$ cat config.mk
export PLATFORM = sky130hd
export DESIGN_NAME = mips_cpu_mem_if
export DESIGN_NICKNAME = d
export VERILOG_FILES = /design/src/rtl/mips_cpu_pkg.sv /design/src/rtl/mips_cpu_lane_align.sv /design/src/rtl/mips_cpu_mem_if.sv
export SDC_FILE = /design/constraint.sdc
export NUM_CORES = 1
export LEC_CHECK = 0
export ABC_AREA = 1
export BUFFER_PORTS_ARGS = -buffer_cell sky130_fd_sc_hd__buf_2
export CORE_ASPECT_RATIO = 0.9
export CORE_MARGIN = 2
export CORE_UTILIZATION = 38
export DETAILED_ROUTE_END_ITERATION = 8
export PLACE_DENSITY = 0.65
export SYNTH_ARGS = -nofsm -noshare
export SYNTH_HDL_FRONTEND = slang
export SYNTH_SLANG_ARGS = --single-unit
$ cat constraint.sdc
create_clock -name clk -period 5.3 [get_ports clk]
set_input_delay 0.53 -clock clk [delete_from_list [all_inputs] [get_ports clk]]
set_output_delay 0.53 -clock clk [all_outputs]
set_load 0.05 [all_outputs]
$ cat src/rtl/mips_cpu_pkg.sv
// Shared types and constants for the multicycle MIPS core.
// Memory access sizes, memory-interface FSM states, reset vector.
package mips_cpu_pkg;

  typedef enum logic [1:0] {
    SIZE_BYTE = 2'b00,
    SIZE_HALF = 2'b01,
    SIZE_WORD = 2'b10,
    SIZE_BAD  = 2'b11
  } typeMemSize;

  typedef enum logic [1:0] {
    IDLE = 2'b00,
    BUS  = 2'b01,
    RCAP = 2'b10,
    DONE = 2'b11
  } typeMemIfState;

  localparam logic [31:0] RESET_VECTOR = 32'hBFC00000;

endpackage

$ cat src/rtl/mips_cpu_lane_align.sv
// Byte-lane steering for sized loads/stores (combinational).
// In: size_i, sign_i, addr_i[1:0], wdata_i, rdata_i.
// Out: be_o, wdata_o (replicated), rdata_o (extended), misalign_o.
module mips_cpu_lane_align
  import mips_cpu_pkg::*;
(
  input  typeMemSize  size_i,
  input  logic        sign_i,
  input  logic [1:0]  addr_i,
  input  logic [31:0] wdata_i,
  input  logic [31:0] rdata_i,
  output logic [3:0]  be_o,
  output logic [31:0] wdata_o,
  output logic [31:0] rdata_o,
  output logic        misalign_o
);

  logic [7:0]  byte_lane;
  logic [15:0] half_lane;

  assign byte_lane = rdata_i[{addr_i, 3'b000} +: 8];
  assign half_lane = rdata_i[{addr_i[1], 4'b0000} +: 16];

  always_comb begin
    be_o       = 4'b0000;
    wdata_o    = wdata_i;
    rdata_o    = rdata_i;
    misalign_o = 1'b0;
    unique case (size_i)
      SIZE_BYTE: begin
        be_o    = 4'b0001 << addr_i;
        wdata_o = {4{wdata_i[7:0]}};
        rdata_o = {{24{sign_i & byte_lane[7]}},
                   byte_lane};
      end
      SIZE_HALF: begin
        be_o       = addr_i[1] ? 4'b1100 : 4'b0011;
        wdata_o    = {2{wdata_i[15:0]}};
        rdata_o    = {{16{sign_i & half_lane[15]}},
                      half_lane};
        misalign_o = addr_i[0];
      end
      SIZE_WORD: begin
        be_o       = 4'b1111;
        misalign_o = |addr_i;
      end
      SIZE_BAD: begin
        misalign_o = 1'b1;
      end
    endcase
  end

endmodule

$ cat src/rtl/mips_cpu_mem_if.sv
// Memory-stage load/store unit bridging the core to an Avalon-MM master.
// Core: req_*, busy, rsp_done/err/rdata. Avalon: address, read, write, etc.
module mips_cpu_mem_if
  import mips_cpu_pkg::*;
#(
  parameter logic [31:0] RESET_RDATA = 32'h00000000
) (
  input  logic        clk,
  input  logic        reset,
  input  logic        req_valid,
  input  logic        req_write,
  input  logic [1:0]  req_size,
  input  logic        req_signed,
  input  logic [31:0] req_addr,
  input  logic [31:0] req_wdata,
  output logic        busy,
  output logic        rsp_done,
  output logic        rsp_err,
  output logic [31:0] rsp_rdata,
  output logic [31:0] address,
  output logic        read,
  output logic        write,
  input  logic        waitrequest,
  output logic [31:0] writedata,
  output logic [3:0]  byteenable,
  input  logic [31:0] readdata
);

  typeMemIfState state_q, state_d;
  typeMemSize    size_q, size_d;
  logic          wr_l_q, wr_l_d;
  logic          sign_q, sign_d;
  logic [1:0]    alo_q, alo_d;

  logic          busy_q, busy_d;
  logic          done_q, done_d;
  logic          err_q, err_d;
  logic [31:0]   rdata_q, rdata_d;
  logic [31:0]   addr_q, addr_d;
  logic          rd_q, rd_d;
  logic          wr_q, wr_d;
  logic [31:0]   wd_q, wd_d;
  logic [3:0]    be_q, be_d;

  logic          idle;
  typeMemSize    la_size;
  logic          la_sign;
  logic [1:0]    la_addr;
  logic [3:0]    la_be;
  logic [31:0]   la_wdata;
  logic [31:0]   la_rdata;
  logic          la_mis;

  // In IDLE the aligner looks at the live request so the
  // first bus cycle is ready on the accepting edge; later it
  // works from the latched copy for the load extract.
  assign idle    = (state_q == IDLE);
  assign la_size = idle ? typeMemSize'(req_size) : size_q;
  assign la_sign = idle ? req_signed : sign_q;
  assign la_addr = idle ? req_addr[1:0] : alo_q;

  mips_cpu_lane_align u_align (
    .size_i     (la_size),
    .sign_i     (la_sign),
    .addr_i     (la_addr),
    .wdata_i    (req_wdata),
    .rdata_i    (readdata),
    .be_o       (la_be),
    .wdata_o    (la_wdata),
    .rdata_o    (la_rdata),
    .misalign_o (la_mis)
  );

  always_comb begin
    state_d = state_q;
    size_d  = size_q;
    wr_l_d  = wr_l_q;
    sign_d  = sign_q;
    alo_d   = alo_q;
    busy_d  = busy_q;
    done_d  = done_q;
    err_d   = err_q;
    rdata_d = rdata_q;
    addr_d  = addr_q;
    rd_d    = rd_q;
    wr_d    = wr_q;
    wd_d    = wd_q;
    be_d    = be_q;
    unique case (state_q)
      IDLE: begin
        if (req_valid) begin
          size_d = typeMemSize'(req_size);
          wr_l_d = req_write;
          sign_d = req_signed;
          alo_d  = req_addr[1:0];
          busy_d = 1'b1;
          if (la_mis) begin
            state_d = DONE;
            done_d  = 1'b1;
            err_d   = 1'b1;
          end else begin
            state_d = BUS;
            addr_d  = {req_addr[31:2], 2'b00};
            rd_d    = !req_write;
            wr_d    = req_write;
            be_d    = la_be;
            wd_d    = la_wdata;
          end
        end
      end
      BUS: begin
        if (!waitrequest) begin
          rd_d = 1'b0;
          wr_d = 1'b0;
          if (wr_l_q) begin
            state_d = DONE;
            done_d  = 1'b1;
          end else begin
            state_d = RCAP;
          end
        end
      end
      RCAP: begin
        rdata_d = la_rdata;
        state_d = DONE;
        done_d  = 1'b1;
      end
      DONE: begin
        state_d = IDLE;
        busy_d  = 1'b0;
        done_d  = 1'b0;
        err_d   = 1'b0;
      end
    endcase
  end

  always_ff @(posedge clk) begin
    if (reset) begin
      state_q <= IDLE;
      size_q  <= SIZE_BYTE;
      wr_l_q  <= 1'b0;
      sign_q  <= 1'b0;
      alo_q   <= 2'b00;
      busy_q  <= 1'b0;
      done_q  <= 1'b0;
      err_q   <= 1'b0;
      rdata_q <= RESET_RDATA;
      addr_q  <= '0;
      rd_q    <= 1'b0;
      wr_q    <= 1'b0;
      wd_q    <= '0;
      be_q    <= '0;
    end else begin
      state_q <= state_d;
      size_q  <= size_d;
      wr_l_q  <= wr_l_d;
      sign_q  <= sign_d;
      alo_q   <= alo_d;
      busy_q  <= busy_d;
      done_q  <= done_d;
      err_q   <= err_d;
      rdata_q <= rdata_d;
      addr_q  <= addr_d;
      rd_q    <= rd_d;
      wr_q    <= wr_d;
      wd_q    <= wd_d;
      be_q    <= be_d;
    end
  end

  assign busy       = busy_q;
  assign rsp_done   = done_q;
  assign rsp_err    = err_q;
  assign rsp_rdata  = rdata_q;
  assign address    = addr_q;
  assign read       = rd_q;
  assign write      = wr_q;
  assign writedata  = wd_q;
  assign byteenable = be_q;

endmodule

After elaboration in Yosys (flattened, before gate mapping):

Cells that the tools add are included.

* bits of input ports: 104
* logic and storage cells: 72
* output and inout bits: 105
* register bits: 111

* mux-type cells: 28
* bitwise operators: 3
* equal/unequal tests: 11
* reductions and logical operators: 13
* shifts and indexed selects: 3

Operators with widths (number)
* 32-bit one-hot mux with 2 select lines: 2
* 32-bit by 6-bit variable part select with 16-bit output: 1
* 32-bit by 6-bit variable part select with 8-bit output: 1
* 1-bit 2-to-1 mux: 12
* 4-bit one-hot mux with 3 select lines: 1
* 2-bit 2-to-1 mux: 5
* 2-bit == test (second input constant): 4
* 2-bit != test (second input constant): 4
* 1-bit one-hot mux with 2 select lines: 4
* 2-bit one-hot mux with 4 select lines: 1
* 4-bit AND reduction: 2
* 2-bit AND reduction: 3
* 3-bit AND reduction: 2
* 2-bit by 1-bit == test with 1-bit output (second input constant): 2
* 2-bit zero test: 2
* 4-bit 2-to-1 mux: 1
* 1-bit one-hot mux with 4 select lines: 1
* 2-bit nonzero test: 2
* 1-bit by 2-bit << shifter with 4-bit output (first input constant): 1
* 1-bit one-hot mux with 3 select lines: 1
* 1-bit bitwise AND: 2
* 2-bit by 1-bit != test with 1-bit output (second input constant): 1
* 2-bit OR reduction: 1
* 1-bit zero test: 1
* 1-bit inverter: 1

Logic depth before layout (Yosys ltp):

Gate-level depths: netlist of run 1.

* depth after elaboration: 7
* depth in mapped cells: 15
* depth with buffers taken out: 13

Modules after synthesis:

Synthesis of run 1 repeated with hierarchy kept, for this count alone.

* cell total of the unflattened synthesis: 826
* area total of the unflattened synthesis: 5402.7 sq um

Modules (own cells, without submodules)
* mips_cpu_mem_if: area an instance 4112.7 sq um, seq. area each 2222.1 sq um, cells each 536, instances 1
* mips_cpu_lane_align: area an instance 1290.0 sq um, seq. area each 0.0 sq um, cells each 290, instances 1

Worst setup path before layout of run 1:

OpenSTA, ideal clock, no wires.

* path type: register to register
* from: register state_q[0]
* to: register wd_q[0], in the netlist writedata[0]
* clock period less this slack: 1971 ps
* path buffers: 4
* cell stages (with the launch flop): 13
* slack: 3329 ps
* data required time: 5184 ps
* setup time: 116 ps
* arrival: 1854 ps
* cells stage by stage: dfxtp_1 inv_1 ha_1 buf_6 buf_6 o21ai_4 o21ai_2 nand3_4 nor2_4 buf_6 buf_4 o21ai_0 nor2_1

* longest elaborated chain between the ends: 6
* elaborated cells between the ends (all ways): 10
* those cells by class: eq/ne (3); mux (3); bitwise (1); reduce/logical (3)

Ends and longest elaborated chain
* start: declaration: line mips_cpu_mem_if.sv:29 `typeMemIfState state_q, state_d;`
* start signal: assignment: line mips_cpu_mem_if.sv:154 `state_q <= state_d;`
* 2-bit zero test *: line mips_cpu_mem_if.sv:57, mips_cpu_mem_if.sv:89
* 2-bit 2-to-1 mux, on equally long branches: line mips_cpu_mem_if.sv:58, mips_cpu_mem_if.sv:60
* 2-bit == test, or another cell as far along: line mips_cpu_lane_align.sv:29 `unique case (size_i)`
* 1-bit one-hot mux with 3 select lines: line mips_cpu_lane_align.sv:29
* 1-bit inverter (no line)
* 3-bit AND reduction (no line) *
* end signal: assignment: line mips_cpu_mem_if.sv:166 `wd_q <= wd_d;`
* end: declaration: line mips_cpu_mem_if.sv:42 `logic [31:0] wd_q, wd_d;`

Every way passes the cells marked *; elsewhere a longest branch is shown, timed or not.
A chain may end at the register's enable or synchronous reset.

Worst setup path after layout of run 1:

* from: register state_q[0]
* to: register addr_q[25], in the netlist address[25]

* longest elaborated chain between the ends: 6
* elaborated cells between the ends (all ways): 10
* those cells by class: eq/ne (3); mux (3); bitwise (1); reduce/logical (3)

Ends and longest elaborated chain
* 2-bit zero test *: line mips_cpu_mem_if.sv:57, mips_cpu_mem_if.sv:89
* 2-bit 2-to-1 mux, on equally long branches: line mips_cpu_mem_if.sv:58, mips_cpu_mem_if.sv:60
* 2-bit == test, or another cell as far along: line mips_cpu_lane_align.sv:29
* 1-bit one-hot mux with 3 select lines: line mips_cpu_lane_align.sv:29
* 1-bit inverter (no line)
* 3-bit AND reduction (no line) *
* end signal: assignment: line mips_cpu_mem_if.sv:163 `addr_q <= addr_d;`
* end: declaration: line mips_cpu_mem_if.sv:39 `logic [31:0] addr_q, addr_d;`

Marks and branches as above.

==> impl_metrics.tcl, run 1 <==
set metrics [dict create \
    syn_area_mm2 0.00528 \
    synthCells 777 \
    crit_required_ns 5.59 \
    worst-path-max-fanout 34 \
    fin_skew_ns 0.00531 \
    clock_latency_ns 0.36 \
    port_buffers 206 \
    cts_resized 0 \
    min_to "address[4]" \
    io_pins 209 \
    placed_cell_area_mm2 0.00629 \
    outcome "completed" \
    ys_seq_area_share_pct 42.1 \
    slowest_stage "o21ai_1" \
    cts.sinks 111 \
    p_leak_nw 3.54 \
    start_util_pct 39.2 \
    holdPathStages 3 \
    slew_headroom_pct 29.1 \
    firstDrtPassIters 5 \
    cts_buffer_depth 2 \
    multi_input_area_mm2 0.00252 \
    layout_min_cycle_time_ns 3.75 \
    gr-total-overflow 0 \
    routed_via_density 4.87 \
    cp_data_arrival_time_ns 4.05 \
    syn_avg_cell_area_um2 6.79 \
    finalPower_mw 5.05 \
    power-per-cell-area_mw_per_mm2 763 \
    nFillCells 1427 \
    cp-start-kind "register" \
    cp-end-kind "register" \
    antenna_found_initial 0 \
    cap_viol_max_count 0 \
    rows 40 \
    r2r_slack_ns 1.55 \
    layout.area.seq_mm2 0.00222 \
    fmax_ghz 0.266 \
    route.detailed.drc 0 \
    gp_congestion 0.829 \
    cts_tree "done" \
    setup_viol 0 \
    reg2reg_depth 11 \
    tightest_slew_ns 1.06 \
    rsz0062_at_grt "no" \
    grt_start_max_net_pins 74 \
    n_antenna_cell 0 \
    synth_cell_types 31 \
    core_mm2 0.0135 \
    layout-drive-gt1-share_pct 25.9 \
    path_common_cell "nand2_2" \
    hp-class "in2reg" \
    r2r_start "state_q[0]" \
    min_period_over_period_pct 70.8 \
    die_w_um 128 \
    hold_violations 0 \
    vias 5494 \
    ctsHoldBuffers 0 \
    cp_slowest_stage_delay_ns 0.72 \
    ant_nets 0 \
    cts_root_buf "clkbuf_16" \
    fin_nets 1063 \
    vdd_drop_max_mv 0.352 \
    grt_pass1_wl_um 25300 \
    post_cts.repair.setup_buffers 0 \
    grt_usage_pct 21.5 \
    wl_per_cell_um 14.2 \
    worstHoldStart "req_addr[4]" \
    ctsHtreeMaxLevel 3 \
    drt_iter0_markers 480 \
    slew_violations 0 \
    dieArea_mm2 0.0149 \
    cp_cell_sequence "inv_1 > ha_1 > inv_6 > o21ai_1 > nand2_2 > nand2_2 > nand3_4 > nor2_4 > buf_4 > o21ai_0 > nor2_1" \
    tns_ns 0 \
    finish.instance_area_mm2 0.00661 \
    grt_pass1_vias 4899 \
    fin_util_pct 49.1 \
    path_buf_inv 3 \
    ys_seq_elements 111 \
    regToRegEndpoint "address[25]" \
    hpwl_um 11300 \
    drt_wl_total_um 16000 \
    path_delay_family "simple AND/OR/NAND/NOR gates" \
    clkTransAtPathRegs_ns 0.08 \
    synth_warnings 0 \
    cts_made_buffers 9 \
    die_h_um 116 \
    syn_to_final_growth_pct 25.2 \
    crit_type "reg2reg" \
]
## per-stage QoR
stage	cells	worst slack, ns	hold WS, ns
2_1_floorplan	778	3.33	0.444
3_3_place_gp	1112	1.65	0.452
3_5_place_dp	1112	1.54	0.453
4_1_cts	1128	1.53	0.377
5_1_grt	1128	1.12	0.388
6_report	1128	1.55	0.392
## logic make-up (layout without fill, tap and decap cells)
logic type               Yosys count  count (layout)  synth area share, %
buffers and inverters            117             299                 10.3
AND/OR/NAND/NOR                  356             356                 27.4
adder cells (fa/ha/maj)            4               4                0.948
other                              1               2               0.0710
flip-flops                       111             111                 42.1
AO/OA/AOI/OAI                    188             188                 19.2
## registers in the layout, indices dropped and copies added (netlist names), 2 cells and up
signal      count
byteenable      4
state_q         2
writedata      32
alo_q           2
size_q          2
address        30
rsp_rdata      32
## placed cells by master (no fill, tap or decap)
cell | Yosys | routed
nand3b_1 | 1 | 1
nor2_4 | 2 | 2
o22ai_1 | 5 | 5
conb_1 | 1 | 2
nand2_1 | 137 | 137
dfxtp_1 | 111 | 111
inv_6 | 1 | 4
nor2_1 | 183 | 183
clkbuf_16 | 0 | 9
clkinv_2 | 0 | 1
a22oi_1 | 1 | 1
o21ai_2 | 2 | 2
bufinv_16 | 0 | 2
a31oi_1 | 1 | 1
nand2_2 | 8 | 8
nand4_1 | 5 | 5
o21ai_4 | 2 | 2
ha_1 | 4 | 4
o21ai_1 | 16 | 16
a211oi_1 | 2 | 2
inv_1 | 69 | 69
inv_2 | 2 | 3
clkinv_1 | 2 | 1
buf_4 | 6 | 3
or2_2 | 4 | 4
nand4_4 | 1 | 1
nand3_1 | 14 | 14
a21oi_1 | 40 | 40
o211ai_1 | 11 | 11
nand3_4 | 1 | 1
clkinv_4 | 0 | 1
o21ai_0 | 108 | 108
buf_2 | 7 | 206
## Yosys cell counts
master / number / area [um2]
nand2_1: 137 / 514
clkinv_1: 2 / 7.51
or2_2: 4 / 25.0
nand4_4: 1 / 21.3
nand3_1: 14 / 70.1
o211ai_1: 11 / 82.6
nand4_1: 5 / 31.3
nand3b_1: 1 / 7.51
buf_2: 7 / 35.0
nand3_4: 1 / 17.5
o21ai_2: 2 / 17.5
o21ai_4: 2 / 32.5
nor2_1: 183 / 687
nor2_4: 2 / 22.5
buf_6: 9 / 101
ha_1: 4 / 50.1
a211oi_1: 2 / 15.0
a21oi_1: 40 / 200
o21ai_0: 108 / 541
nand2_2: 8 / 50.1
conb_1: 1 / 3.75
buf_4: 6 / 45.0
a31oi_1: 1 / 6.26
o21ai_1: 16 / 80.1
clkbuf_1: 21 / 78.8
inv_6: 1 / 8.76
dfxtp_1: 111 / 2220
inv_2: 2 / 7.51
a22oi_1: 1 / 7.51
inv_1: 69 / 259
o22ai_1: 5 / 31.3
## worst max path at each step
stage / start / slack, ns / to / cells after the start
2_1_floorplan: state_q[0] / 3.33 / writedata[0] / 12
3_3_place_gp: state_q[0] / 1.65 / writedata[25] / 11
3_5_place_dp: state_q[0] / 1.54 / writedata[20] / 11
4_1_cts: state_q[0] / 1.53 / writedata[7] / 11
5_1_grt: state_q[0] / 1.12 / address[25] / 11
6_report: state_q[0] / 1.55 / address[25] / 11
## per-layer routing
layer / vias up / GRT usage [%] / share of wire, %
met5: - / 0 / 0
met4: 0 / 6.30 / 1.2
met3: 14 / 5.59 / 7.8
met2: 181 / 33.3 / 45
met1: 2459 / 29.5 / 46
li1: 2840 / - / -
## report_power, final
group          internal, mW  total, mW  switching [mW]  leakage (nW)
Combinational         0.671       2.96            2.29          2.47
Clock                 0.420      0.756           0.335         0.161
Sequential             1.17       1.33           0.163         0.912
## worst reg2reg max path, delay by kind of cell, from the launching register on
family,cells,cell delay [ns]
adder cells (fa/ha/maj),1,0.63
buffers and inverters,3,0.65
AO/OA/AOI/OAI,2,0.86
flip-flops,1,0.35
AND/OR/NAND/NOR,5,1.21
## layout make-up
| cell class | count | share of cell area, % |
|---|---|---|
| Inverter | 74 | 4.28 |
| Timing Repair Buffer | 209 | 15.9 |
| Tap cell | 168 | 3.18 |
| Clock inverter | 7 | 1.51 |
| Clock buffer | 9 | 3.41 |
| Multi-Input combinational cell | 550 | 38.1 |
| Sequential cell | 111 | 33.6 |
Power figures use the tool's default switching activity.
==> inputs of run 2 (changes only) <==
- clock period: 5.3 -> 3.87 ns (I/O delays scaled with it)
==> run 2 against run 1 <==
Against the previous run:
- power grew 36%
- die area is the same
- sequential share of layout area about the same
- sequential power is 37% higher
- final area is essentially flat
- highest routed layer unchanged
- fmax up 22%
- non-clock buffer count is 2 higher
- via count fell by 0.15%
- global-route usage down 0.68 points
- worst setup slack got worse by 0.75 ns
- clock power increased by 26%
- clock skew fell by 0.0013 ns
==> impl_metrics.tcl, run 2 (same netlist as run 1, synthesis figures left out) <==
set metrics [dict create \
    die_h_um 116 \
    ctsHoldBuffers 0 \
    hold_violations 0 \
    wl_per_cell_um 14.1 \
    fin_cells 1131 \
    port_buffers 206 \
    ant_nets 0 \
    cts_buffer_depth 2 \
    crit_type "reg2reg" \
    fin_skew_ns 0.00402 \
    cts_resized 0 \
    layout_common_cells "206 x buf_2, 183 x nor2_1, 137 x nand2_1, 111 x dfxtp_1, 108 x o21ai_0" \
    min_period_over_period_pct 79.3 \
    vias 5486 \
    vdd_drop_max_mv 0.603 \
    cp_data_arrival_time_ns 3.35 \
    p_leak_nw 3.53 \
    outcome "completed" \
    dieArea_mm2 0.0149 \
    drt_iter0_markers 393 \
    syn_to_final_growth_pct 25.1 \
    drt_wl_total_um 16000 \
    placedCellCount 1114 \
    cts_root_buf "clkbuf_16" \
    slew_headroom_pct 23.7 \
    cp-end-kind "register" \
    grt_pass1_wl_um 24300 \
    wl_met3_um 1360 \
    wl_met2_um 7060 \
    grt_usage_pct 20.8 \
    fmax_ghz 0.326 \
    clock_latency_ns 0.35 \
    hp-class "in2reg" \
    route.detailed.drc 0 \
    slew_violations 0 \
    dr.max_layer_used "met4" \
    io_pins 209 \
    antenna_found_initial 0 \
    setup_viol 0 \
    fin_nets 1065 \
    core_mm2 0.0135 \
    cp-start-kind "register" \
    cap_viol_max_count 0 \
    post_cts.repair.setup_buffers 0 \
    gp_congestion 0.849 \
    ctsHtreeMaxLevel 3 \
    clkTransAtPathRegs_ns 0.07 \
    gr-total-overflow 0 \
    power-per-cell-area_mw_per_mm2 1040 \
    cts_made_buffers 9 \
    layout-drive-gt1-share_pct 25.9 \
    hpwl_um 11300 \
    cts_tree "done" \
    grt_pass1_vias 4774 \
    die_w_um 128 \
    grt_start_max_net_pins 74 \
    rows 40 \
    crit_required_ns 4.15 \
    tightest_slew_ns 1.14 \
    firstDrtPassIters 5 \
    final_common_cell "buf_2" \
    routed_via_density 4.85 \
    met1_length_um 7430 \
    worst-path-max-fanout 66 \
    cts.sinks 111 \
    tns_ns 0 \
    rsz0062_at_grt "no" \
    layout_min_cycle_time_ns 3.07 \
    start_util_pct 39.2 \
]
[run 2: cell type report]
| type | instances | area [um2] |
|---|---|---|
| Timing Repair Buffer | 211 | 1070 |
| Fill cell | 1426 | 6860 |
| Multi-Input combinational cell | 550 | 2520 |
| Clock inverter | 4 | 55.1 |
| Clock buffer | 12 | 246 |
| Tap cell | 168 | 210 |
| Inverter | 74 | 283 |
| Sequential cell | 111 | 2220 |
| Antenna cell | 1 | 2.50 |
[run 2: critical path, stage by stage (launching register included)]
cell	delay, ns
dfxtp_1	0.33
inv_1	0.10
ha_1	0.64
inv_6	0.11
nand2_1	0.10
o21ai_1	0.06
buf_4	0.18
nand2_2	0.12
nand2_2	0.09
nand3_4	0.12
nor2_4	0.05
inv_2	0.81
nand2_1	0.11
a21oi_1	0.18
[run 2: worst paths after layout]
check / start / endpoint / slack (ns) / depth (start not counted)
setup / recovery: state_q[1] / byteenable[2] / 0.80 / 13
hold / removal: req_addr[11] / address[11] / 0.25 / 3
setup reg to reg: state_q[1] / byteenable[2] / 0.80 / 13
hold reg to reg: rsp_done / rsp_done / 0.46 / 2
[run 2: metal layers]
metal | GRT usage (%) | vias up
li1 | - | 2837
met1 | 28.7 | 2443
met2 | 31.9 | 193
met3 | 6.74 | 13
met4 | 4.40 | 0
met5 | 0 | -
[run 2: where the power goes]
group          internal, mW  switching [mW]  total [mW]
sequential             1.60           0.214        1.82
clock                 0.523           0.427       0.951
combinational         0.941            3.15        4.09
total                  3.07            3.79        6.86
[run 2: per-stage QoR]
stage / power, mW / setup WS [ns] / utilization [%] / instance area, um2 / hold slack (ns)
floorplan: 5.06 / 1.90 / - / 5280 / 0.444
global placement: 5.90 / 0.865 / 46.8 / 6300 / 0.447
detailed placement: 5.91 / 0.812 / 46.8 / 6300 / 0.452
CTS: 6.89 / 0.779 / 49.0 / 6600 / 0.240
global route: 7.31 / 0.477 / 49.0 / 6600 / 0.244
finish: 6.86 / 0.800 / 49.1 / 6610 / 0.250
==> inputs of run 3 (changes only) <==
- clock period: 3.87 -> 2.85 ns (I/O delays scaled with it)
==> run 3 against run 2 <==
Against the previous run:
- die area is the same
- critical path type unchanged
- final area is 0.99% higher
- power up 37%
==> impl_metrics.tcl, run 3 (same netlist as run 1, synthesis figures left out) <==
set metrics [dict create \
    layout_common_cells "206 x buf_2, 183 x nor2_1, 137 x nand2_1, 111 x dfxtp_1, 108 x o21ai_0" \
    io_pins 209 \
    cts_made_buffers 9 \
    grt_start_max_net_pins 60 \
    post_cts.repair.setup_buffers 0 \
    rsz0062_at_grt "no" \
    fin_skew_ns 0.00550 \
    tns_ns 0 \
    cp-end-kind "register" \
    grt_pass1_wl_um 24700 \
    crit_type "reg2reg" \
    die_w_um 128 \
    drt_iter0_markers 291 \
    r2r_slack_ns 0.32 \
    gp_congestion 0.832 \
    vias 5500 \
    core_mm2 0.0135 \
    rows 40 \
    cts_root_buf "clkbuf_16" \
    dieArea_mm2 0.0149 \
    clock_latency_ns 0.36 \
    reg2reg_depth 13 \
    grt_pass1_vias 4899 \
    slew_violations 0 \
    hpwl_um 11500 \
    outcome "completed" \
    ant_nets 0 \
    antenna_found_initial 1 \
    firstDrtPassIters 5 \
    nFillCells 1374 \
    ctsHoldBuffers 0 \
    cap_viol_max_count 0 \
    syn_to_final_growth_pct 26.4 \
    fin_nets 1072 \
    fmax_ghz 0.396 \
    layout-drive-gt1-share_pct 26.6 \
    ctsHtreeMaxLevel 3 \
    routed_via_density 4.84 \
    port_buffers 206 \
    hold_ws_ns 0.149 \
    cts.sinks 111 \
    cp-start-kind "register" \
    route.detailed.drc 0 \
    hp-class "in2reg" \
    worst-path-max-fanout 30 \
    worstHoldStart "req_addr[3]" \
    tightest_slew_ns 0.710 \
    p_leak_nw 3.58 \
    wl_per_cell_um 14.0 \
    hold_violations 0 \
    setup_viol 0 \
    slew_headroom_pct 52.7 \
    clkTransAtPathRegs_ns 0.07 \
    cp_data_arrival_time_ns 2.82 \
    grt_usage_pct 21.1 \
    min_to "address[3]" \
    cts_buffer_depth 2 \
    gr-total-overflow 0 \
    vdd_drop_max_mv 0.741 \
    die_h_um 116 \
    crit_required_ns 3.14 \
    layout_min_cycle_time_ns 2.53 \
    cts_tree "done" \
    drt_wl_total_um 16000 \
    start_util_pct 39.2 \
    n_antenna_cell 0 \
    r2r_start "state_q[1]" \
    power-per-cell-area_mw_per_mm2 1400 \
    finalPower_mw 9.36 \
    regToRegEndpoint "address[17]" \
    final_common_cell "buf_2" \
    min_period_over_period_pct 88.6 \
    cts_resized 0 \
    holdPathStages 3 \
]
[run 3: how the worst max path moves through the flow]
stage | from | to | slack [ns] | cells past startpoint
after global placement | state_q[0] | address[10] | 0.43 | 12
after CTS | state_q[1] | address[17] | 0.30 | 13
after global routing | state_q[1] | address[17] | 0.08 | 11
after detailed placement | state_q[1] | address[17] | 0.30 | 13
after floorplan | state_q[0] | writedata[0] | 0.88 | 12
final | state_q[1] | address[17] | 0.32 | 13
[run 3: power by group]
part,total [mW],internal (mW),leakage (nW),switching [mW]
Combinational,5.59,1.32,2.52,4.27
Sequential,2.47,2.18,0.912,0.295
Clock,1.30,0.692,0.150,0.610
[run 3: final cells by class]
type                       count  area (um2)  area share, %
clock inverter                 7        78.8           1.18
tap                          168         210           3.15
clock buffer                   9         225           3.38
sequential                   111        2220           33.3
multi-input combinational    550        2520           37.7
inverter                      74         283           4.24
timing repair buffer         218        1130           17.0
[run 3: critical path, cell delays in order, from the launching register on]
cell	delay (ns)
dfxtp_1	0.33
inv_1	0.10
ha_1	0.49
inv_6	0.11
nand2_1	0.09
o21ai_1	0.09
nand2_2	0.13
nand2_2	0.09
nand3_4	0.13
nor2_4	0.05
inv_2	0.27
buf_4	0.38
nor2_1	0.08
nor2_1	0.11
[run 3: per-layer routing]
layer	GRT usage [%]	vias to the layer above	share of wire, %
li1	-	2850	-
met1	28.9	2441	46
met4	5.27	2	1.5
met2	32.1	188	44
met5	0	-	0.069
met3	7.16	19	7.7
[run 3: per-stage QoR]
stage	instance area [um2]	utilization, %	cells	setup slack, ns
5_1_grt	6670	49.5	1137	0.0775
2_1_floorplan	5280	-	778	0.879
3_3_place_gp	6370	47.3	1121	0.426
6_report	6670	49.5	1137	0.324
3_5_place_dp	6370	47.3	1121	0.298
4_1_cts	6670	49.5	1137	0.303
